[src/rtl/jtframe_cen_recover_pkg.sv]
// Shared definitions for the CPU clock-enable scheduler: FSM state encodings
// and the default width of the debt counter.
package jtframe_cen_pkg;

  typedef enum logic [1:0] {
    ST_RUN     = 2'd0,
    ST_WAIT    = 2'd1,
    ST_RECOVER = 2'd2
  } cen_state_e;

  localparam int unsigned RECW_DEF = 4;

endpackage

[src/rtl/jtframe_cen_recover_if.sv]
// Enable/busy bundle between the enable generators, memory requesters and the CPU.
// The master side drives the enables and busy lines; the slave is the scheduler.
interface jtframe_cen_recover_if
  import jtframe_cen_pkg::*;
#(
  parameter int unsigned NREQ = 2,
  parameter int unsigned RECW = RECW_DEF
);
  logic            cen_in;
  logic            cen_fast;
  logic [NREQ-1:0] req_busy;
  logic            recover_en;
  logic            cen_out;
  logic            stalled;
  logic [RECW-1:0] debt;
  logic            ovf;

  modport master (
    output cen_in, cen_fast, req_busy, recover_en,
    input  cen_out, stalled, debt, ovf
  );

  modport slave (
    input  cen_in, cen_fast, req_busy, recover_en,
    output cen_out, stalled, debt, ovf
  );
endinterface

[src/rtl/jtframe_cen_recover_sat_updn.sv]
// Saturating up/down counter with synchronous clear and a sticky overflow flag
// that records any increment attempted while already at the maximum value.
module jtframe_sat_updn #(
  parameter int unsigned W = 4
) (
  input  logic         clk,
  input  logic         rst_n,
  input  logic         clr_i,
  input  logic         inc_i,
  input  logic         dec_i,
  output logic [W-1:0] cnt_o,
  output logic         zero_o,
  output logic         ovf_o
);
  logic [W-1:0] cnt_q, cnt_d;
  logic         ovf_q, ovf_d;
  logic         at_max;

  assign at_max = (cnt_q == '1);
  assign zero_o = (cnt_q == '0);
  assign cnt_o  = cnt_q;
  assign ovf_o  = ovf_q;

  always_comb begin
    cnt_d = cnt_q;
    ovf_d = ovf_q;
    if (clr_i) begin
      cnt_d = '0;
    end else if (inc_i && !dec_i) begin
      if (at_max) ovf_d = 1'b1;
      else        cnt_d = cnt_q + 1'b1;
    end else if (dec_i && !inc_i && !zero_o) begin
      cnt_d = cnt_q - 1'b1;
    end
  end

  always_ff @(posedge clk or negedge rst_n) begin
    if (!rst_n) begin
      cnt_q <= '0;
      ovf_q <= 1'b0;
    end else begin
      cnt_q <= cnt_d;
      ovf_q <= ovf_d;
    end
  end
endmodule

[src/rtl/jtframe_cen_recover.sv]
// CPU clock-enable scheduler: gates the nominal enable while memory is busy,
// counts lost pulses as debt and repays them using the faster aligned enable.
module jtframe_cen_recover
  import jtframe_cen_pkg::*;
#(
  parameter int unsigned NREQ = 2,
  parameter int unsigned RECW = RECW_DEF
) (
  input logic                  clk,
  input logic                  rst_n,
  jtframe_cen_recover_if.slave bus
);
  cen_state_e      state_q, state_d;
  logic [NREQ-1:0] req;
  logic            busy;
  logic            cen_in, cen_fast, recover_en;
  logic            cen_gate;
  logic            inc, dec, clr;
  logic [RECW-1:0] debt;
  logic            debt_zero;
  logic            ovf;

  assign req        = bus.req_busy;
  assign busy       = |req;
  assign cen_in     = bus.cen_in;
  assign cen_fast   = bus.cen_fast;
  assign recover_en = bus.recover_en;

  always_comb begin
    state_d  = ST_RUN;
    cen_gate = 1'b0;
    inc      = 1'b0;
    dec      = 1'b0;
    clr      = ~recover_en;
    case (state_q)
      ST_RUN: begin
        cen_gate = cen_in & ~busy;
        if (busy) begin
          state_d = ST_WAIT;
          inc     = cen_in;
        end
      end
      ST_WAIT: begin
        cen_gate = cen_in & ~busy;
        inc      = cen_in & busy;
        if (busy)                         state_d = ST_WAIT;
        else if (recover_en && !debt_zero) state_d = ST_RECOVER;
        else                               state_d = ST_RUN;
      end
      ST_RECOVER: begin
        if (busy) begin
          state_d = ST_WAIT;
          inc     = cen_in;
        end else if (!recover_en || debt_zero) begin
          // Debt already repaid: behave as RUN this cycle so no extra pulse slips out.
          state_d  = ST_RUN;
          cen_gate = cen_in;
        end else begin
          state_d  = ST_RECOVER;
          cen_gate = cen_fast;
          dec      = cen_fast & ~cen_in;
        end
      end
      default: state_d = ST_RUN;
    endcase
  end

  always_ff @(posedge clk or negedge rst_n) begin
    if (!rst_n) state_q <= ST_RUN;
    else        state_q <= state_d;
  end

  jtframe_sat_updn #(.W(RECW)) u_debt (
    .clk    (clk),
    .rst_n  (rst_n),
    .clr_i  (clr),
    .inc_i  (inc),
    .dec_i  (dec),
    .cnt_o  (debt),
    .zero_o (debt_zero),
    .ovf_o  (ovf)
  );

  // Reset forces the enable low even though the RUN gating would pass cen_in.
  assign bus.cen_out = rst_n & cen_gate;
  assign bus.stalled = (state_q == ST_WAIT);
  assign bus.debt    = debt;
  assign bus.ovf     = ovf;
endmodule
[src/flat_wrapper.sv]
// flat-port wrapper written by rule: the top's interface ports become plain ports
module jtframe_cen_recover_flat import jtframe_cen_pkg::*;
#(
  parameter int unsigned NREQ = 2,
  parameter int unsigned RECW = RECW_DEF
)
  (clk, rst_n, bus_cen_in, bus_cen_fast, bus_req_busy, bus_recover_en, bus_cen_out, bus_stalled, bus_debt, bus_ovf);
  jtframe_cen_recover_if #(.NREQ(NREQ), .RECW(RECW)) bus_i ();
  input logic clk;
  input logic rst_n;
  input wire logic [$bits(bus_i.cen_in)-1:0] bus_cen_in;
  input wire logic [$bits(bus_i.cen_fast)-1:0] bus_cen_fast;
  input wire logic [$bits(bus_i.req_busy)-1:0] bus_req_busy;
  input wire logic [$bits(bus_i.recover_en)-1:0] bus_recover_en;
  output wire logic [$bits(bus_i.cen_out)-1:0] bus_cen_out;
  output wire logic [$bits(bus_i.stalled)-1:0] bus_stalled;
  output wire logic [$bits(bus_i.debt)-1:0] bus_debt;
  output wire logic [$bits(bus_i.ovf)-1:0] bus_ovf;
  assign bus_i.cen_in = bus_cen_in;
  assign bus_i.cen_fast = bus_cen_fast;
  assign bus_i.req_busy = bus_req_busy;
  assign bus_i.recover_en = bus_recover_en;
  assign bus_cen_out = bus_i.cen_out;
  assign bus_stalled = bus_i.stalled;
  assign bus_debt = bus_i.debt;
  assign bus_ovf = bus_i.ovf;
  jtframe_cen_recover #(.NREQ(NREQ), .RECW(RECW)) u_core (.clk(clk), .rst_n(rst_n), .bus(bus_i));
endmodule
[config.mk]
export PLATFORM = sky130hd
export DESIGN_NAME = jtframe_cen_recover_flat
export DESIGN_NICKNAME = d
export VERILOG_FILES = /design/src/rtl/jtframe_cen_recover_pkg.sv /design/src/rtl/jtframe_cen_recover_if.sv /design/src/rtl/jtframe_cen_recover_sat_updn.sv /design/src/rtl/jtframe_cen_recover.sv /design/src/flat_wrapper.sv
export SDC_FILE = /design/constraint.sdc
export NUM_CORES = 1
export LEC_CHECK = 0
export ABC_CLOCK_PERIOD_IN_PS = 3400
export CAP_MARGIN = 0
export CORE_AREA = 4 4 41 43
export CTS_BUF_LIST = sky130_fd_sc_hd__clkbuf_4 sky130_fd_sc_hd__clkbuf_8 sky130_fd_sc_hd__clkbuf_16
export DETAILED_ROUTE_END_ITERATION = 8
export DIE_AREA = 0 0 45 47
export SLEW_MARGIN = 20
export SYNTH_ARGS = -nofsm -noshare
export SYNTH_HDL_FRONTEND = slang
export SYNTH_HIERARCHICAL = 1
export SYNTH_SLANG_ARGS = --single-unit
[constraint.sdc]
create_clock -name clk -period 3.4 [get_ports clk]
set_input_delay 0.68 -clock clk [delete_from_list [all_inputs] [get_ports clk]]
set_output_delay 0.68 -clock clk [all_outputs]
set_load 0.03 [all_outputs]
-- Word level (Yosys, flattened, before mapping)
Index checks and enable logic that the tools add are counted.
- equal/unequal tests: 5
- reduce and logical (&&, ||, !) cells: 16
- mux-type cells: 18
- bitwise logic cells: 6
- add/subtract/negate cells: 2
- operator list (cell ; count):
    4-bit two-way mux ; 4
    2-bit two-way mux ; 4
    1-bit two-way mux ; 7
    2-bit case mux with 3 select lines ; 1
    2-bit OR reduction ; 3
    4-bit by 1-bit adder with 4-bit output, second input constant ; 1
    1-bit AND ; 4
    4-bit == test, second input constant ; 1
    1-bit logical AND ; 4
    1-bit zero test ; 4
    4-bit zero test ; 1
    1-bit case mux with 2 select lines ; 2
    4-bit by 1-bit subtractor with 4-bit output, second input constant ; 1
    3-bit by 1-bit != test with 1-bit output, second input constant ; 1
    3-bit != test, second input constant ; 1
    3-bit AND reduction ; 1
    2-bit by 1-bit == test with 1-bit output, second input constant ; 1
    2-bit == test, second input constant ; 1
    2-bit zero test ; 1
    1-bit NOT ; 2
    2-bit AND reduction ; 1
    1-bit logical OR ; 1
- bits of input ports: 7
- flip-flop bits (word level): 7

-- Logic depth before layout (Yosys ltp)
- depth after elaboration: 10
- gate-level depth with buffers: 12
- gate-level depth less buffers: 11

-- Modules after synthesis
The synthesis kept the hierarchy.
- by module, submodules not included (module ; seq. area each (um^2) ; area each (um^2) ; instances ; cells each):
    jtframe_sat_updn ; 125.1 ; 340.3 ; 1 ; 34
    jtframe_cen_recover ; 50.0 ; 140.1 ; 1 ; 17

-- Worst setup path before layout
No wires, ideal clock.
- kind: register to register
- from: register u_core.u_debt.cnt_q[1] (netlist: u_core/u_debt/cnt_o[1])
- to: register u_core.u_debt.cnt_q[3] (netlist: u_core/u_debt/cnt_o[3])
- path buffers: 1
- setup slack: 655 ps
- cell stages (with the launch flop): 13
- arrival: 2667 ps
- library setup time: 77 ps
- cell sequence: dfrtp_1 > buf_4 > nor4_1 > nor2b_1 > nand2_1 > nor4_1 > and2b_4 > inv_1 > ha_1 > o21ai_0 > a21oi_1 > or4_1 > a21oi_1
- cells in the longest elaborated chain, start to end: 9
- RTL lines (item ; line ; text):
    start: declaration ; jtframe_cen_recover_sat_updn.sv:15 ; logic [W-1:0] cnt_q, cnt_d;
    start signal: assignment ; jtframe_cen_recover_sat_updn.sv:42 ; cnt_q <= cnt_d;
    4-bit zero test (*) ; jtframe_cen_recover_sat_updn.sv:20 ; assign zero_o = (cnt_q == '0);
    net u_core.debt_zero ; jtframe_cen_recover.sv:20 ; logic debt_zero;
    1-bit logical OR (*) ; jtframe_cen_recover.sv:54 ; end else if (!recover_en || debt_zero) begin
    1-bit two-way mux (*) ; jtframe_cen_recover.sv:54 ;
    1-bit two-way mux (*) ; jtframe_cen_recover.sv:51 ; if (busy) begin
    1-bit two-way mux (*) ; jtframe_cen_recover.sv:35 ; case (state_q)
    net u_core.dec ; jtframe_cen_recover.sv:18 ; logic inc, dec, clr;
    1-bit zero test / 1-bit logical AND (equally long branches) ; jtframe_cen_recover_sat_updn.sv:29, jtframe_cen_recover_sat_updn.sv:32 ;
    1-bit logical AND (on tied branches) ; jtframe_cen_recover_sat_updn.sv:29, jtframe_cen_recover_sat_updn.sv:32 ;
    3-bit by 1-bit != test with 1-bit output (no source line), or another cell as far along ; -- ;
    2-bit AND reduction (no source line) / 4-bit two-way mux (equally long branches) ; -- ;
The timed path passes the listed nets; every way through them passes the cells marked *. The select of a mux whose other input is x is not followed.
A chain may end at the register's enable or synchronous reset.

-- Worst setup path in the final report
- from: input bus_recover_en
- to: output bus_cen_out
- cells in the longest elaborated chain, start to end: 6
- RTL lines (item ; line ; text):
    start: declaration ; flat_wrapper.sv:14 ; input wire logic [$bits(bus_i.recover_en)-1:0] bus_recover_en;
    1-bit zero test ; jtframe_cen_recover.sv:54 ;
    1-bit logical OR ; jtframe_cen_recover.sv:54 ;
    1-bit two-way mux ; jtframe_cen_recover.sv:54 ;
    1-bit two-way mux ; jtframe_cen_recover.sv:51 ;
    1-bit case mux with 2 select lines ; jtframe_cen_recover.sv:35 ;
    1-bit AND ; jtframe_cen_recover.sv:85 ; assign bus.cen_out = rst_n & cen_gate;
    end: declaration ; flat_wrapper.sv:15 ; output wire logic [$bits(bus_i.cen_out)-1:0] bus_cen_out;
No other way between the ends.

==> results <==
[cells by family (layout without fill, tap and decap cells)]
kind of cell | after synthesis | after routing | share of synthesized area [%]
simple gates | 19 | 19 | 23.2
xor+xnor | 4 | 4 | 7.29
fa+ha+maj | 2 | 2 | 5.21
flops | 7 | 7 | 36.5
buf+inv | 5 | 23 | 4.69
compound gates | 14 | 14 | 23.2
[layout make-up]
cell class                      instances  area, um2  area share, %
Sequential cell                         7        175           26.3
Inverter                                4       15.0           2.25
Timing Repair Buffer                   15        145           21.8
Multi-Input combinational cell         39        283           42.4
Tap cell                               15       18.8           2.81
Clock buffer                            4       30.0           4.50
[sequential cells by signal, indices dropped and copies added (netlist names)]
| name | count |
|---|---|
| u_core/u_debt/cnt_o | 4 |
| u_core/state_q | 2 |
| u_core/u_debt/ovf_o | 1 |
[cell usage after synthesis (all sizes together)]
master   count
or4          1
dfrtp        7
xnor2        3
o31ai        3
o21ai        1
nor3b        1
nor4         3
o311a        1
a311oi       1
and2b        2
nand4        1
and2         1
ha           2
inv          4
o41ai        1
nand3b       1
a21oi        5
nor2         3
xor2         1
o2bb2ai      1
buf          1
nand2        4
a2bb2oi      1
nor2b        2
[worst max-delay path: stages]
cell and delay, ps:
clkdlybuf4s50_1 460, inv_1 100, nor4_1 290, o311a_1 220
clkdlybuf4s50_1 670
[path summary, 6_finish.rpt]
check                           depth (start not counted)                      to  slack, ps              startpoint
worst max-delay path                                    5             bus_cen_out        290          bus_recover_en
worst min-delay path                                    2     u_core/u_debt/ovf_o        480     u_core/u_debt/ovf_o
worst max register to register                         11  u_core/u_debt/cnt_o[3]        650  u_core/u_debt/cnt_o[1]
worst min register to register                          2     u_core/u_debt/ovf_o        480     u_core/u_debt/ovf_o
max in group asynchronous                               2  u_core/u_debt/cnt_o[1]       2530                   rst_n
min in group asynchronous                               2       u_core/state_q[1]        750                   rst_n
[power by group through the flow]
stage	combinational, mW	sequential (mW)	clock (mW)
floorplan	0.0500	0.114	0
global placement	0.0913	0.107	0
detailed placement	0.0919	0.107	0
CTS	0.0919	0.106	0.0889
global route	0.101	0.107	0.0983
finish	0.0910	0.106	0.0846
[layer usage]
metal  share of wire (%)  global-route usage [%]
met5                   0                       0
met1                  46                    15.3
met3                 8.1                    6.90
met2                  45                    19.2
met4                0.77                    5.26
[per-stage QoR]
stage          total power [mW]  cells  hold slack, ps  util (%)
2_1_floorplan             0.164     51             384         -
3_3_place_gp              0.198     80             455      48.9
3_5_place_dp              0.199     80             470      48.9
4_1_cts                   0.287     84             483      51.2
5_1_grt                   0.307     84             510      51.2
6_report                  0.281     84             477      51.2
==> summary.md <==
| Metric | Value |
|---|---|
| Status | `finished clean` |
| Clock Skew | `0.217 ps` |
| Final slew viol count | `0` |
| Clock slew at reported path FFs | `roughly 50 ps` |
| Vias in the first global route | `between 400 and 500` |
| Antenna fix cells | `0` |
| Layout net count | `roughly 80` |
| Final setup violation count | `0` |
| Hold Crit Class | `flop to flop` |
| CTS Hold Bufs | `0` |
| Unrepaired setup endpoints after global routing | `false` |
| Post-Route Setup TNS | `0 ps` |
| Sequential area share after synthesis | `between 30% and 40%` |
| Post-Route WL | `just over 1 mm` |
| Post-Syn Area per Cell | `between 9 and 10 um2` |
| Ranking of synthesized cells by area | `dfrtp_1 (36%), xnor2_1 (5.5%), a21oi_1 (5.2%), ha_1 (5.2%), o31ai_1 (4.7%)` |
| Clock Path Buffers | `2` |
| Placed Area | `about 640 um2` |
| Share of cells above drive strength 1 | `~14%` |
| DRC violations left | `0` |
| Crit Path Max Fanout | `7` |
| Required @ worst endpoint | `about 2700 ps` |
| Worst-Skew Late Latency | `approximately 250 ps` |
| DR vias | `between 400 and 500` |
| Initial antenna violation count | `0` |
| Yosys reg bits | `7` |
| Syn_nets | `60` |
| Grt ovf | `0` |
| Place WS | `151 ps` |
| Mapped Cells | `between 50 and 60` |
| Most frequent cells in the layout | `clkdlybuf4s50_1 (13), dfrtp_1 (7), a21oi_1 (5)` |
| Crit Path Class | `input port to output port` |
| Leakage power | `about 0.27 nW` |
| Yosys Warn Count | `6` |
| Postcts setup bufs | `0` |
| Worst setup EP type | `output port` |
| Seq pwr share | `a little under two fifths` |
| Filler Cell Count | `130` |
| P per Cell Area | `~420 mW/mm2` |
| Largest area contributor in the netlist | `dfrtp_1` |
| Worst-margin pin slew | `~400 ps` |
| Root buffer cell | `clkbuf_4` |
| Post-CTS sizing | `0` |
| Design area | `around 670 um2` |
| Net Sw Frac | `between 30% and 40%` |
| Initial Utilization | `about 37%` |
| Most common cell after layout, fill and taps aside | `clkdlybuf4s50_1` |
| Post-DR vias/cell | `approximately 5.3` |
| First-pass GRT wire length | `1.82 mm` |
| H-Tree Level Count | `1` |
| CP startpoint kind | `input port` |
| Routed len/inst | `about 12 um` |
| Cell variety after synth | `25` |
| P_sw | `between 0.09 and 0.1 mW` |
| Final WS setup | `about 290 ps` |
| Top achievable clock speed | `approximately 0.32 GHz` |
| Total Die Area | `approximately 0.0021 mm2` |
| Maxcap violations | `0` |
| RePlAce Congestion | `between 0.7 and 0.8` |
| Hold Vio Cnt, Final | `0` |
| WP data arrival | `2430 ps` |
| DRT antenna net count | `0` |
| I/O pins | `14` |
| Post-Syn Area | `between 400 and 500 um2` |
| Core ar. | `~0.0013 mm2` |
| Post-layout min period | `approximately 3100 ps` |
| Chip height | `47 um` |
| Fin crit share | `between 90% and 100%` |
| VDD IR max | `0.238 mV` |
| Clk network pwr share | `between 30% and 40%` |
| Area grow syn2layout | `38.8%` |
| Port bufs | `13` |
| Hpwl dp | `~850 um` |
| # rows | `13` |
| Pin count of the biggest net entering global routing | `10` |
| CTS tree | `done` |
| Cts bufs inserted | `3` |
| DR pass1 iterations | `4` |
| Worst slew margin | `between 70% and 80%` |
| Pint | `0.188 mW` |
| GRT Resource Usage Total | `between 10% and 20%` |
| Detailed Route Iter0 Violations | `8` |
| Post-synth top area share | `36.5%` |
| Clk sinks | `7` |
| Combinational share of power | `between 30% and 40%` |
| Die width | `roughly 45 um` |
No activity file was read; power rests on OpenSTA's default activity.
